File: src/rtl/sys_ctrl_param_if.sv
// Bus bundle between the command controller and its neighbours: the UART RX
// deserialiser, the register file, the ALU and the TX async FIFO.
// The master side is the controller; the slave side is the surrounding system.
interface sys_ctrl_param_if #(
  parameter int DW = 8,
  parameter int AW = 4,
  parameter int FW = 4
);
  // RX deserialiser
  logic [DW-1:0]   RX_P_DATA;
  logic            RX_D_VLD;
  // ALU
  logic [2*DW-1:0] ALU_OUT;
  logic            ALU_OUT_VLD;
  logic [FW-1:0]   ALU_FUN;
  logic            ALU_EN;
  logic            CLK_EN;
  // Register file
  logic [DW-1:0]   RD_DATA;
  logic            RD_DATA_VLD;
  logic [AW-1:0]   ADDR;
  logic            WR_EN;
  logic            RD_EN;
  logic [DW-1:0]   WR_DATA;
  // TX FIFO
  logic            FIFO_FULL;
  logic [DW-1:0]   TX_P_DATA;
  logic            TX_D_VLD;
  // Misc status / control
  logic            CLK_DIV_EN;
  logic            BUSY;
  logic            ERR;

  modport master (
    input  RX_P_DATA, RX_D_VLD, ALU_OUT, ALU_OUT_VLD, RD_DATA, RD_DATA_VLD,
           FIFO_FULL,
    output ALU_FUN, ALU_EN, CLK_EN, ADDR, WR_EN, RD_EN, WR_DATA, TX_P_DATA,
           TX_D_VLD, CLK_DIV_EN, BUSY, ERR
  );

  modport slave (
    output RX_P_DATA, RX_D_VLD, ALU_OUT, ALU_OUT_VLD, RD_DATA, RD_DATA_VLD,
           FIFO_FULL,
    input  ALU_FUN, ALU_EN, CLK_EN, ADDR, WR_EN, RD_EN, WR_DATA, TX_P_DATA,
           TX_D_VLD, CLK_DIV_EN, BUSY, ERR
  );
endinterface

File: src/rtl/sys_ctrl_param.sv
// Command controller: decodes RX command frames, sequences register-file
// writes/reads (single and burst), ALU operations, and pushes response
// frames into the TX FIFO. Pushes stall on FIFO_FULL; read/ALU handshakes
// are bounded by a timeout that raises a one-cycle ERR pulse.
module sys_ctrl_param #(
  parameter int              DW      = 8,
  parameter int              AW      = 4,
  parameter int              FW      = 4,
  parameter int              TO_CYC  = 255,
  parameter logic [DW-1:0]   CMD_WR  = DW'(8'hAA),
  parameter logic [DW-1:0]   CMD_RD  = DW'(8'hBB),
  parameter logic [DW-1:0]   CMD_ALU = DW'(8'hCC),
  parameter logic [DW-1:0]   CMD_NOP = DW'(8'hDD),
  parameter logic [DW-1:0]   CMD_BRD = DW'(8'hEE)
) (
  input  logic             CLK,
  input  logic             RST,
  sys_ctrl_param_if.master bus
);

  typedef enum logic [3:0] {
    S_IDLE,
    S_WR_ADDR,
    S_WR_DATA,
    S_RD_ADDR,
    S_BRD_ADDR,
    S_BRD_CNT,
    S_RD_REQ,
    S_RD_WAIT,
    S_PUSH_RD,
    S_OPA,
    S_OPB,
    S_FUN,
    S_ALU_WAIT,
    S_PUSH_LO,
    S_PUSH_HI
  } state_t;

  // Timeout counter counts cycles spent in a wait state: 0 .. TO_CYC-1.
  localparam int             TOW     = (TO_CYC > 1) ? $clog2(TO_CYC) : 1;
  localparam logic [TOW-1:0] TO_LAST = TOW'(TO_CYC - 1);

  state_t          state_q, state_d;
  logic [AW-1:0]   addr_q, addr_d;
  logic [DW-1:0]   wr_data_q, wr_data_d;
  logic [FW-1:0]   alu_fun_q, alu_fun_d;
  logic [DW-1:0]   tx_data_q, tx_data_d;
  logic [DW-1:0]   alu_hi_q, alu_hi_d;
  logic [DW-1:0]   cnt_q, cnt_d;
  logic [TOW-1:0]  to_cnt_q, to_cnt_d;
  logic            wr_en_q, wr_en_d;
  logic            err_q, err_d;
  logic            rd_en_q;
  logic            alu_en_q;
  logic            busy_q;
  logic            clk_div_en_q;

  logic [DW-1:0]   frame;
  logic            frame_vld;
  logic            push_ok;
  logic            timeout;
  logic            in_wait;
  logic            in_push;

  assign frame     = bus.RX_P_DATA;
  assign frame_vld = bus.RX_D_VLD;
  assign push_ok   = ~bus.FIFO_FULL;
  assign timeout   = (to_cnt_q == TO_LAST);
  assign in_wait   = (state_q == S_RD_WAIT) || (state_q == S_ALU_WAIT);
  assign in_push   = (state_q == S_PUSH_RD) || (state_q == S_PUSH_LO) ||
                     (state_q == S_PUSH_HI);

  // State register.
  always_ff @(posedge CLK or negedge RST) begin
    if (!RST) begin
      state_q <= S_IDLE;
    end else begin
      // NOTE: non-blocking so every flop samples the pre-edge value of its peers.
      state_q <= state_d;
    end
  end

  // Next-state decode and next values of every registered output / latch.
  always_comb begin
    // NOTE: every variable gets a default first, so no path can infer a latch.
    state_d   = state_q;
    addr_d    = addr_q;
    wr_data_d = wr_data_q;
    alu_fun_d = alu_fun_q;
    tx_data_d = tx_data_q;
    alu_hi_d  = alu_hi_q;
    cnt_d     = cnt_q;
    wr_en_d   = 1'b0;
    err_d     = 1'b0;

    case (state_q)
      S_IDLE: begin
        if (frame_vld) begin
          case (frame)
            CMD_WR:  state_d = S_WR_ADDR;
            CMD_RD:  state_d = S_RD_ADDR;
            CMD_ALU: state_d = S_OPA;
            CMD_NOP: state_d = S_FUN;
            CMD_BRD: state_d = S_BRD_ADDR;
            default: err_d   = 1'b1;
          endcase
        end
      end

      S_WR_ADDR: begin
        if (frame_vld) begin
          addr_d  = frame[AW-1:0];
          state_d = S_WR_DATA;
        end
      end

      S_WR_DATA: begin
        if (frame_vld) begin
          wr_en_d   = 1'b1;
          wr_data_d = frame;
          state_d   = S_IDLE;
        end
      end

      S_RD_ADDR: begin
        if (frame_vld) begin
          addr_d  = frame[AW-1:0];
          cnt_d   = DW'(1);
          state_d = S_RD_REQ;
        end
      end

      S_BRD_ADDR: begin
        if (frame_vld) begin
          addr_d  = frame[AW-1:0];
          state_d = S_BRD_CNT;
        end
      end

      S_BRD_CNT: begin
        if (frame_vld) begin
          if (frame == '0) begin
            err_d   = 1'b1;
            state_d = S_IDLE;
          end else begin
            cnt_d   = frame;
            state_d = S_RD_REQ;
          end
        end
      end

      // RD_EN is high for the single cycle spent here.
      S_RD_REQ: state_d = S_RD_WAIT;

      S_RD_WAIT: begin
        if (bus.RD_DATA_VLD) begin
          tx_data_d = bus.RD_DATA;
          state_d   = S_PUSH_RD;
        end else if (timeout) begin
          err_d   = 1'b1;
          state_d = S_IDLE;
        end
      end

      S_PUSH_RD: begin
        if (push_ok) begin
          cnt_d = cnt_q - DW'(1);
          if (cnt_q == DW'(1)) begin
            state_d = S_IDLE;
          end else begin
            addr_d  = addr_q + AW'(1);
            state_d = S_RD_REQ;
          end
        end
      end

      S_OPA: begin
        if (frame_vld) begin
          wr_en_d   = 1'b1;
          addr_d    = '0;
          wr_data_d = frame;
          state_d   = S_OPB;
        end
      end

      S_OPB: begin
        if (frame_vld) begin
          wr_en_d   = 1'b1;
          addr_d    = AW'(1);
          wr_data_d = frame;
          state_d   = S_FUN;
        end
      end

      S_FUN: begin
        if (frame_vld) begin
          alu_fun_d = frame[FW-1:0];
          state_d   = S_ALU_WAIT;
        end
      end

      S_ALU_WAIT: begin
        if (bus.ALU_OUT_VLD) begin
          tx_data_d = bus.ALU_OUT[DW-1:0];
          alu_hi_d  = bus.ALU_OUT[2*DW-1:DW];
          state_d   = S_PUSH_LO;
        end else if (timeout) begin
          err_d   = 1'b1;
          state_d = S_IDLE;
        end
      end

      // Low byte goes first; the high byte is staged into TX_P_DATA on exit.
      S_PUSH_LO: begin
        if (push_ok) begin
          tx_data_d = alu_hi_q;
          state_d   = S_PUSH_HI;
        end
      end

      S_PUSH_HI: begin
        if (push_ok) state_d = S_IDLE;
      end

      default: state_d = S_IDLE;
    endcase
  end

  // Timeout counter: restarts on every state change, only runs in wait states.
  always_comb begin
    to_cnt_d = '0;
    if (in_wait && (state_d == state_q)) to_cnt_d = to_cnt_q + TOW'(1);
  end

  // Registered outputs and datapath latches. Strobes that are tied to a
  // state (RD_EN, ALU_EN/CLK_EN, BUSY) are registered from the next state so
  // they are high exactly while the FSM sits in that state.
  always_ff @(posedge CLK or negedge RST) begin
    if (!RST) begin
      addr_q       <= '0;
      wr_data_q    <= '0;
      alu_fun_q    <= '0;
      tx_data_q    <= '0;
      alu_hi_q     <= '0;
      cnt_q        <= '0;
      to_cnt_q     <= '0;
      wr_en_q      <= 1'b0;
      err_q        <= 1'b0;
      rd_en_q      <= 1'b0;
      alu_en_q     <= 1'b0;
      busy_q       <= 1'b0;
      clk_div_en_q <= 1'b1;
    end else begin
      addr_q       <= addr_d;
      wr_data_q    <= wr_data_d;
      alu_fun_q    <= alu_fun_d;
      tx_data_q    <= tx_data_d;
      alu_hi_q     <= alu_hi_d;
      cnt_q        <= cnt_d;
      to_cnt_q     <= to_cnt_d;
      wr_en_q      <= wr_en_d;
      err_q        <= err_d;
      rd_en_q      <= (state_d == S_RD_REQ);
      alu_en_q     <= (state_d == S_ALU_WAIT);
      busy_q       <= (state_d != S_IDLE);
      clk_div_en_q <= 1'b1;
    end
  end

  assign bus.ALU_FUN    = alu_fun_q;
  assign bus.ALU_EN     = alu_en_q;
  assign bus.CLK_EN     = alu_en_q;
  assign bus.ADDR       = addr_q;
  assign bus.WR_EN      = wr_en_q;
  assign bus.RD_EN      = rd_en_q;
  assign bus.WR_DATA    = wr_data_q;
  assign bus.TX_P_DATA  = tx_data_q;
  // The FIFO write strobe is the only combinational output: it must drop in
  // the same cycle FIFO_FULL rises so no frame is written into a full FIFO.
  assign bus.TX_D_VLD   = in_push & ~bus.FIFO_FULL;
  assign bus.CLK_DIV_EN = clk_div_en_q;
  assign bus.BUSY       = busy_q;
  assign bus.ERR        = err_q;

endmodule

File: src/flat_wrapper.sv
// flat-port wrapper written by rule: the top's interface ports become plain ports
module sys_ctrl_param_flat 
#(
  parameter int              DW      = 8,
  parameter int              AW      = 4,
  parameter int              FW      = 4,
  parameter int              TO_CYC  = 255,
  parameter logic [DW-1:0]   CMD_WR  = DW'(8'hAA),
  parameter logic [DW-1:0]   CMD_RD  = DW'(8'hBB),
  parameter logic [DW-1:0]   CMD_ALU = DW'(8'hCC),
  parameter logic [DW-1:0]   CMD_NOP = DW'(8'hDD),
  parameter logic [DW-1:0]   CMD_BRD = DW'(8'hEE)
)
  (CLK, RST, bus_RX_P_DATA, bus_RX_D_VLD, bus_ALU_OUT, bus_ALU_OUT_VLD, bus_RD_DATA, bus_RD_DATA_VLD, bus_FIFO_FULL, bus_ALU_FUN, bus_ALU_EN, bus_CLK_EN, bus_ADDR, bus_WR_EN, bus_RD_EN, bus_WR_DATA, bus_TX_P_DATA, bus_TX_D_VLD, bus_CLK_DIV_EN, bus_BUSY, bus_ERR);
  sys_ctrl_param_if #(.DW(DW), .AW(AW), .FW(FW)) bus_i ();
  input  logic CLK;
  input  logic RST;
  input wire logic [$bits(bus_i.RX_P_DATA)-1:0] bus_RX_P_DATA;
  input wire logic [$bits(bus_i.RX_D_VLD)-1:0] bus_RX_D_VLD;
  input wire logic [$bits(bus_i.ALU_OUT)-1:0] bus_ALU_OUT;
  input wire logic [$bits(bus_i.ALU_OUT_VLD)-1:0] bus_ALU_OUT_VLD;
  input wire logic [$bits(bus_i.RD_DATA)-1:0] bus_RD_DATA;
  input wire logic [$bits(bus_i.RD_DATA_VLD)-1:0] bus_RD_DATA_VLD;
  input wire logic [$bits(bus_i.FIFO_FULL)-1:0] bus_FIFO_FULL;
  output wire logic [$bits(bus_i.ALU_FUN)-1:0] bus_ALU_FUN;
  output wire logic [$bits(bus_i.ALU_EN)-1:0] bus_ALU_EN;
  output wire logic [$bits(bus_i.CLK_EN)-1:0] bus_CLK_EN;
  output wire logic [$bits(bus_i.ADDR)-1:0] bus_ADDR;
  output wire logic [$bits(bus_i.WR_EN)-1:0] bus_WR_EN;
  output wire logic [$bits(bus_i.RD_EN)-1:0] bus_RD_EN;
  output wire logic [$bits(bus_i.WR_DATA)-1:0] bus_WR_DATA;
  output wire logic [$bits(bus_i.TX_P_DATA)-1:0] bus_TX_P_DATA;
  output wire logic [$bits(bus_i.TX_D_VLD)-1:0] bus_TX_D_VLD;
  output wire logic [$bits(bus_i.CLK_DIV_EN)-1:0] bus_CLK_DIV_EN;
  output wire logic [$bits(bus_i.BUSY)-1:0] bus_BUSY;
  output wire logic [$bits(bus_i.ERR)-1:0] bus_ERR;
  assign bus_i.RX_P_DATA = bus_RX_P_DATA;
  assign bus_i.RX_D_VLD = bus_RX_D_VLD;
  assign bus_i.ALU_OUT = bus_ALU_OUT;
  assign bus_i.ALU_OUT_VLD = bus_ALU_OUT_VLD;
  assign bus_i.RD_DATA = bus_RD_DATA;
  assign bus_i.RD_DATA_VLD = bus_RD_DATA_VLD;
  assign bus_i.FIFO_FULL = bus_FIFO_FULL;
  assign bus_ALU_FUN = bus_i.ALU_FUN;
  assign bus_ALU_EN = bus_i.ALU_EN;
  assign bus_CLK_EN = bus_i.CLK_EN;
  assign bus_ADDR = bus_i.ADDR;
  assign bus_WR_EN = bus_i.WR_EN;
  assign bus_RD_EN = bus_i.RD_EN;
  assign bus_WR_DATA = bus_i.WR_DATA;
  assign bus_TX_P_DATA = bus_i.TX_P_DATA;
  assign bus_TX_D_VLD = bus_i.TX_D_VLD;
  assign bus_CLK_DIV_EN = bus_i.CLK_DIV_EN;
  assign bus_BUSY = bus_i.BUSY;
  assign bus_ERR = bus_i.ERR;
  sys_ctrl_param #(.DW(DW), .AW(AW), .FW(FW), .TO_CYC(TO_CYC), .CMD_WR(CMD_WR), .CMD_RD(CMD_RD), .CMD_ALU(CMD_ALU), .CMD_NOP(CMD_NOP), .CMD_BRD(CMD_BRD)) u_core (.CLK(CLK), .RST(RST), .bus(bus_i));
endmodule
File: config.mk
export PLATFORM = sky130hd
export DESIGN_NAME = sys_ctrl_param_flat
export DESIGN_NICKNAME = d
export VERILOG_FILES = /design/src/rtl/sys_ctrl_param_if.sv /design/src/rtl/sys_ctrl_param.sv /design/src/flat_wrapper.sv
export SDC_FILE = /design/constraint.sdc
export NUM_CORES = 1
export LEC_CHECK = 0
export CAP_MARGIN = 20
export CORE_ASPECT_RATIO = 1.75
export CORE_MARGIN = 1.5
export CORE_UTILIZATION = 40
export CTS_BUF_LIST = sky130_fd_sc_hd__clkbuf_8 sky130_fd_sc_hd__clkbuf_16
export DETAILED_ROUTE_END_ITERATION = 16
export GPL_TIMING_DRIVEN = 0
export SYNTH_ARGS = -nofsm -noshare
export SYNTH_HDL_FRONTEND = slang
export SYNTH_SLANG_ARGS = --single-unit
File: constraint.sdc
create_clock -name CLK -period 2.3 [get_ports CLK]
set_input_delay 0.46 -clock CLK [delete_from_list [all_inputs] [get_ports CLK]]
set_output_delay 0.46 -clock CLK [all_outputs]
set_load 0.01 [all_outputs]
======== Word level (Yosys, flattened, before mapping) ========
Index checks and enable logic that the tools add are counted.
storage, ports and cells
  register bits after elaboration ......... 57
  bits of input ports ..................... 38
  output and inout bits ................... 32
  word-level logic and storage cells ...... 117
cells by class
  add/sub/neg operators ................... 3
  eq/ne operators ......................... 35
  multiplexer cells ....................... 45
  bitwise logic cells ..................... 2
  reductions and logical operators ........ 19
operators by type and width
  cell                                              count
  two-way mux 4 bit                                 20
  two-way mux 8 bit                                 8
  case mux 4 bit (15 select lines)                  1
  == test 8 bit, second input constant              6
  case mux 8 bit (3 select lines)                   2
  == test 4 bit, second input constant              8
  == test 4 x 3 -> 1 bit, second input constant     5
  inequality test 2 bit, second input constant      10
  case mux 4 bit (5 select lines)                   1
  case mux 4 bit (4 select lines)                   1
  two-way mux 1 bit                                 9
  adder 8 x 1 -> 8 bit, second input constant       1
  == test 4 x 2 -> 1 bit, second input constant     2
  == test 8 x 1 -> 1 bit, second input constant     1
  zero test 8 bit                                   1
  nonzero test 4 bit                                2
  subtractor 8 x 1 -> 8 bit, second input constant  1
  two-way mux 3 bit                                 2
  AND reduction 2 bit                               3
  AND reduction 6 bit                               1
  nonzero test 3 bit                                2
  OR reduction 3 bit                                2
  AND reduction 5 bit                               1
  OR reduction 5 bit                                1
  11 further kinds                                  13

======== Logic depth before layout (Yosys ltp) ========
Gate-level depths: netlist of run 1.
  word-level depth ........................ 7
  gate-level depth with buffers ........... 9
  mapped depth without buffers ............ 8

======== Worst setup path after synthesis of run 1 ========
OpenSTA, ideal clock, no wires.
  path kind ............................... register to output
  from .................................... register u_core.state_q[0]
  to ...................................... output port bus_TX_D_VLD
  arrival time ............................ 1.484 ns
  required time ........................... 1.840 ns
  path slack .............................. 0.356 ns
  cell stages (with the launch flop) ...... 8
  path buffers ............................ 4
  cells stage by stage .................... dfrtp_1 -> buf_6 -> buf_4 -> buf_2 -> buf_2 -> nor2_1 -> a21oi_1 -> nor3b_1
between the ends
  word-level cells in the longest chain between the ends .. 4
  elaborated cells on any way between the ends .. 6
  classes of those cells .................. eq/ne: 3; bitwise: 1; reduce/logical: 2
ends and longest elaborated chain
  what                    line                   text
  start, declared         sys_ctrl_param.sv:43   state_t state_q, state_d;
  start signal, assigned  sys_ctrl_param.sv:79   state_q <= state_d;
  == test 4 bit           sys_ctrl_param.sv:70   assign in_push = (state_q == S_PUSH_RD) || (state_q == S_PUSH_LO) ||
  logical OR 1 bit        sys_ctrl_param.sv:70
  logical OR 1 bit *      sys_ctrl_param.sv:70
  AND 1 bit *             sys_ctrl_param.sv:280  assign bus.TX_D_VLD = in_push & ~bus.FIFO_FULL;
  end, declared           flat_wrapper.sv:33     output wire logic [$bits(bus_i.TX_D_VLD)-1:0] bus_TX_D_VLD;
Mark *: on every way between the ends. The rest lies on a longest branch, timed or not.

======== Worst setup path in the final report of run 1 ========
Ends and elaborated chain as after synthesis.

==> results.yml, run 1 <==
run_status:
  status: "complete, no violations"
logic_synthesis:
  ys.flop_type: "dfrtp_1"
  syn-cell-area_sq_um: 3490
  ys_async_sr_fraction_pct: 100
  synth_warnings: 0
  ys_ff_latch: 57
  netlist-cell-type-count: 66
  syn_area_per_cell_sq_um: 9.78
  syn-num-nets: 400
  synth_enable_flop_cells: 0
  yosysSeqAreaShare_pct: 40.8
  netlist_instances: 357
run:
  maxCapViolations: 0
placed_design:
  postPlaceCellArea_sq_um: 4310
  hpwl_microns: 7130
  port_buffers: 66
  pre_cts_slack_ns: -0.489
  placedCellCount: 539
  gp_congestion: 0.911
layout:
  fillers: 789
  stdcell_area_sq_um: 4680
  antenna_cells: 0
  drive_above_1_share_pct: 17.7
  area.growth.synth_to_final_pct: 34.0
  num-nets-final: 478
  final-instance-count-excl-fill: 555
drt:
  drtIter0Drc: 117
  met3WireLength_microns: 393
  drtAntennaViolNets: 0
  drt-met1-wl_microns: 3510
  vias: 3057
  drc_errors: 0
  routed.top_layer: "met4"
  wl_met2_microns: 5170
  first_pass_iters: 4
  routedWlPerCell_microns: 17.0
  drt-total-wl_microns: 9430
  avgViaCountPerCell: 5.51
sta:
  tightest_slew_ns: 0.647
  drv_slew: 0
  fmax_mhz: 450
  skew_ns: 0.00372
  setup_violations: 0
  grt_setup_unrepaired: "no"
  finalCritPeriodShare_pct: 96.6
  period_minus_slack_ns: 2.22
  tns_ns: 0
  slew_headroom_pct: 56.9
  setup_ws_ns: 0.0788
  hold_viol_final: 0
die:
  die_area_sq_um: 9320
  die_h_microns: 127
  rows: 44
  io_pins: 70
  die_w_microns: 73.6
  core_area_sq_um: 8370
  start_util_pct: 41.7
clocking:
  cts_buffer_depth: 2
  clk_pin_slew_ns: 0.05
  h-tree-depth: 3
  cts.sinks: 57
  postCtsHoldBufs: 0
  root_buffer: "clkbuf_16"
  cts_buffers: 9
  clk_latency_ns: 0.32
  tritoncts: "yes"
power:
  p_comb_share_pct: 47.5
  swShare_pct: 36.9
  fin_total_pwr_mw: 5.86
  p_seq_share_pct: 27.8
  peakVddDrop_v: 0.000591
  p_leak_nw: 1.93
  p_clk_share_pct: 24.7
  internal-power_mw: 3.70
  power_density_nw_per_um2: 1250
  switching_power_mw: 2.16
critical_path:
  worst_setup_path_end_kind: "primary output"
  worst-endpoint-arrival_ns: 1.76
  crit_type: "reg -> out"
  rr_startpoint: "u_core.state_q[2]"
  cp_max_fo: 19
  crit_required_ns: 1.84
  setup.worst_path.start_class: "flop"
  cp-startpoint: "u_core.state_q[0]"
grt:
  grt_usage_pct: 21.6
  grt_pass1_wl_microns: 15400
  grt_remaining_overflow: 0
  antenna_found_initial: 0
  grt_pass1_vias: 3092
  grt_max_degree: 32
min_path:
  hp-class: "in -> async"
==> worst max-delay path: stages, from the launching register on <==
cell and delay [ns]:
dfrtp_1 0.39, buf_6 0.15, buf_6 0.17, buf_6 0.16, nor2_1 0.11, a21oi_1 0.06, nor3b_2 0.23, buf_2 0.17
==> kinds of logic (layout without fill, tap and decap cells) <==
| group | Yosys count | in the layout | synth area share [%] |
|---|---|---|---|
| adder cells (fa/ha/maj) | 5 | 5 | 1.79 |
| AO/OA/AOI/OAI | 97 | 97 | 19.3 |
| XOR/XNOR | 8 | 8 | 2.01 |
| multiplexers | 30 | 30 | 9.32 |
| other | 1 | 1 | 0.107 |
| AND/OR/NAND/NOR | 119 | 119 | 20.8 |
| flip-flops | 57 | 57 | 40.8 |
| buffers and inverters | 40 | 123 | 5.88 |
==> final timing paths <==
path,endpoint,slack (ns),depth (start not counted)
min in group CLK,u_core.bus.WR_DATA[3],0.44,2
max,bus_TX_D_VLD,0.08,7
max reg2reg,u_core.bus.RD_EN,0.14,7
min,u_core.bus.ADDR[3],0.16,1
max in group asynchronous,u_core.alu_hi_q[6],1.55,2
min reg2reg,u_core.bus.TX_P_DATA[6],0.48,2
==> power groups by stage <==
stage	Combinational [mW]	Clock, mW	Sequential (mW)
after floorplan	1.65	0	1.70
after global placement	2.72	0	1.64
after detailed placement	2.73	0	1.65
after CTS	2.77	1.48	1.63
after global routing	3.03	1.53	1.68
final	2.78	1.45	1.63
==> through the flow <==
stage / utilization, % / hold slack [ns]
after global placement: 51.3 / 0.464
after global routing: 55.9 / 0.215
after detailed placement: 51.5 / 0.471
after floorplan: - / 0.164
final: 55.9 / 0.161
after CTS: 55.7 / 0.175
==> synthesized netlist by cell type (all sizes together), types with 7 or more instances <==
| master | number | area share [%] |
|---|---|---|
| nor2b | 8 | 1.4 |
| clkbuf | 8 | 0.86 |
| nor3 | 7 | 1.5 |
| nand3 | 8 | 1.1 |
| buf | 16 | 3.3 |
| a22oi | 8 | 1.7 |
| dfrtp | 57 | 41 |
| a21oi | 21 | 3.0 |
| mux2i | 10 | 2.9 |
| mux2 | 20 | 6.4 |
| nor2 | 31 | 3.3 |
| inv | 15 | 1.6 |
| nand2 | 18 | 1.9 |
| nand4 | 7 | 1.3 |
| o21ai | 31 | 4.4 |
==> sequential cells by signal, summed over array words and instances (netlist names) <==
signal                flops
u_core.alu_hi_q           8
u_core.bus.TX_P_DATA      8
u_core.bus.WR_DATA        8
u_core.cnt_q              8
u_core.to_cnt_q           8
u_core.bus.ADDR           4
u_core.bus.ALU_FUN        4
u_core.state_q            4
u_core.bus.ALU_EN         1
u_core.bus.BUSY           1
u_core.bus.ERR            1
u_core.bus.RD_EN          1
u_core.bus.WR_EN          1
==> cell type report <==
class | count | area, sq um | area share [%]
Clock buffer | 11 | 253 | 5.40
Buffer | 23 | 153 | 3.26
Sequential cell | 57 | 1430 | 30.5
Tap cell | 115 | 144 | 3.08
Clock inverter | 5 | 77.6 | 1.66
Timing Repair Buffer | 68 | 679 | 14.5
Inverter | 16 | 60.1 | 1.28
Multi-Input combinational cell | 260 | 1890 | 40.3
==> per-layer routing <==
metal  up-vias  global-route usage, %
met3        24                   4.85
li1       1470                      -
met5         -                      0
met2        92                   36.8
met4         0                   12.1
met1      1471                   24.0
==> cells in the final DEF (no fill, tap or decap), types with 6 or more instances in the layout <==
cell type / count
nor2b_1: 8
o21ai_0: 27
clkdlybuf4s50_1: 62
clkbuf_16: 9
nand3_1: 7
buf_2: 8
mux2_2: 20
xor2_1: 6
a21oi_1: 21
nor2_1: 30
dfrtp_1: 57
and2_1: 6
mux2i_1: 10
a22oi_1: 8
buf_6: 6
nand4_1: 7
nand2_1: 18
inv_1: 13
==> repair_timing <==
action,in CTS,in global routing
resized for setup,9,8
pin swaps,0,2
setup endpoints to repair,13,20
buffers inserted,0,1
No activity file was read; power rests on OpenSTA's default activity.
==> run 2: changes to the inputs <==
--- a/config.mk
+++ b/config.mk
@@ -10,8 +10,11 @@
 export CORE_MARGIN = 1.5
 export CORE_UTILIZATION = 40
 export CTS_BUF_LIST = sky130_fd_sc_hd__clkbuf_8 sky130_fd_sc_hd__clkbuf_16
+export CTS_CLUSTER_DIAMETER = 120
 export DETAILED_ROUTE_END_ITERATION = 16
 export GPL_TIMING_DRIVEN = 0
+export PLACE_DENSITY_LB_ADDON = 0.2
 export SYNTH_ARGS = -nofsm -noshare
 export SYNTH_HDL_FRONTEND = slang
 export SYNTH_SLANG_ARGS = --single-unit
+export TNS_END_PERCENT = 30
==> run 2 against run 1 <==
Effect of this change: clock-buffer cell count is 1 higher; sequential cell count is the same; via count barely moved; sequential power about the same; clock skew up 0.00078 ns; critical path depth unchanged; combinational power about the same; wire length decreased by 0.12%; global-route usage grew 0.59 points; hold slack got worse by 0.017 ns; cell count down 0.18%; critical path type is now in -> reg; largest power group unchanged; highest routed layer unchanged.
==> results.yml, run 2 (synthesis results as in run 1) <==
grt:
  antenna_found_initial: 0
  grt_usage_pct: 22.2
  grt_remaining_overflow: 0
  grt_pass1_vias: 3114
  grt_max_degree: 32
  grt_pass1_wl_microns: 15600
clocking:
  cts.sinks: 57
  post-cts-setup-buffer-count: 0
  cts_buffer_depth: 2
  clk_latency_ns: 0.33
  clk_pin_slew_ns: 0.05
  root_buffer: "clkbuf_16"
  h-tree-depth: 3
  tritoncts: "yes"
  cts_buffers: 9
drt:
  first_pass_iters: 6
  drt-total-wl_microns: 9420
  avgViaCountPerCell: 5.52
  routedWlPerCell_microns: 17.0
  drtIter0Drc: 119
  vias: 3059
  drtAntennaViolNets: 0
  drc_errors: 0
die:
  die_area_sq_um: 9320
  die_w_microns: 73.6
  core_area_sq_um: 8370
  io_pins: 70
  rows: 44
  die_h_microns: 127
  start_util_pct: 41.7
placed_design:
  gp_congestion: 0.958
  pre_cts_slack_ns: -0.474
  hpwl_microns: 7210
  port_buffers: 66
layout:
  final_common_cell: "clkdlybuf4s50_1"
  antenna_cells: 0
  num-nets-final: 477
  area.growth.synth_to_final_pct: 33.6
  most-common-layout-cells: "62 x clkdlybuf4s50_1, 57 x dfrtp_1, 31 x nor2_1"
  finalCoreUtilization_pct: 55.7
  drive_above_1_share_pct: 17.3
run_status:
  status: "complete, no violations"
power:
  internal-power_mw: 3.63
  p_leak_nw: 1.92
  fin_total_pwr_mw: 5.81
  power_density_nw_per_um2: 1250
  p_clk_share_pct: 23.9
  peakVddDrop_v: 0.000558
  swShare_pct: 37.6
  p_comb_share_pct: 48.2
  switching_power_mw: 2.18
  p_seq_share_pct: 27.9
sta:
  fmax_mhz: 446
  finalCritPeriodShare_pct: 97.4
  tns_ns: 0
  setup_violations: 0
  grt_setup_unrepaired: "yes"
  setup_ws_ns: 0.0597
  skew_ns: 0.00450
  slew_headroom_pct: 57.8
  tightest_slew_ns: 0.633
  drv_slew: 0
  hold_viol_final: 0
  period_minus_slack_ns: 2.24
critical_path:
  cp_max_fo: 10
  setup.worst_path.start_class: "input pin"
  crit_required_ns: 2.53
  worst-endpoint-arrival_ns: 2.47
  crit_type: "in -> reg"
  worst_setup_path_end_kind: "flop"
min_path:
  hp-class: "in -> async"
run:
  maxCapViolations: 0
[run 2: area by class of cell]
cell class | count | area (sq um)
multi-input cells | 260 | 1880
clock inverters | 4 | 50.0
repair buffers | 67 | 672
clock buffers | 12 | 267
well taps | 115 | 144
plain buffers | 23 | 163
flip-flops and latches | 57 | 1430
fillers | 779 | 3700
inverters | 16 | 60.1
[run 2: power by group through the flow]
stage / sequential, mW / combinational [mW] / clock [mW]
after global placement: 1.63 / 2.72 / 0
final: 1.62 / 2.80 / 1.39
after CTS: 1.63 / 2.79 / 1.42
after detailed placement: 1.64 / 2.74 / 0
after floorplan: 1.70 / 1.65 / 0
after global routing: 1.68 / 3.05 / 1.46
[run 2: per-stage QoR]
step	std cells	hold slack, ns	area (sq um)
after floorplan	357	0.164	3490
after global placement	538	0.463	4300
after detailed placement	539	0.472	4310
after CTS	554	0.167	4650
after global routing	554	0.201	4660
final	554	0.144	4660
[run 2: worst paths after layout]
check	start	to	slack (ns)	cells after the start
max	bus_RX_D_VLD	u_core.bus.RD_EN	0.06	7
min	RST	u_core.bus.ADDR[3]	0.14	1
max reg2reg	u_core.state_q[2]	u_core.bus.RD_EN	0.16	7
min reg2reg	u_core.bus.TX_P_DATA[3]	u_core.bus.TX_P_DATA[3]	0.48	2
max in group asynchronous	RST	u_core.bus.TX_P_DATA[2]	1.57	2
min in group CLK	bus_RX_P_DATA[3]	u_core.bus.ALU_FUN[3]	0.43	2
[run 2: per-layer routing]
| metal | up-vias | share of wire (%) | global-route usage [%] |
|---|---|---|---|
| met1 | 1491 | 38 | 23.9 |
| met2 | 82 | 54 | 38.2 |
| met4 | 0 | 4.1 | 12.9 |
| met5 | - | 0 | 0 |
| met3 | 26 | 3.4 | 5.24 |
| li1 | 1460 | - | - |
[run 2: timing repair]
action | CTS | global route
resized for setup | 10 | 8
pin swaps | 0 | 1
hold buffers | 0 | 0
endpoints found under the setup margin | 13 | 18
[run 2: worst max-delay path, stage by stage]
cell and delay (ns):
clkdlybuf4s50_1 0.47, clkbuf_1 0.40, nor3b_1 0.32, nand4_1 0.13, o211ai_1 0.31, a2111oi_4 0.09
nor4_2 0.29
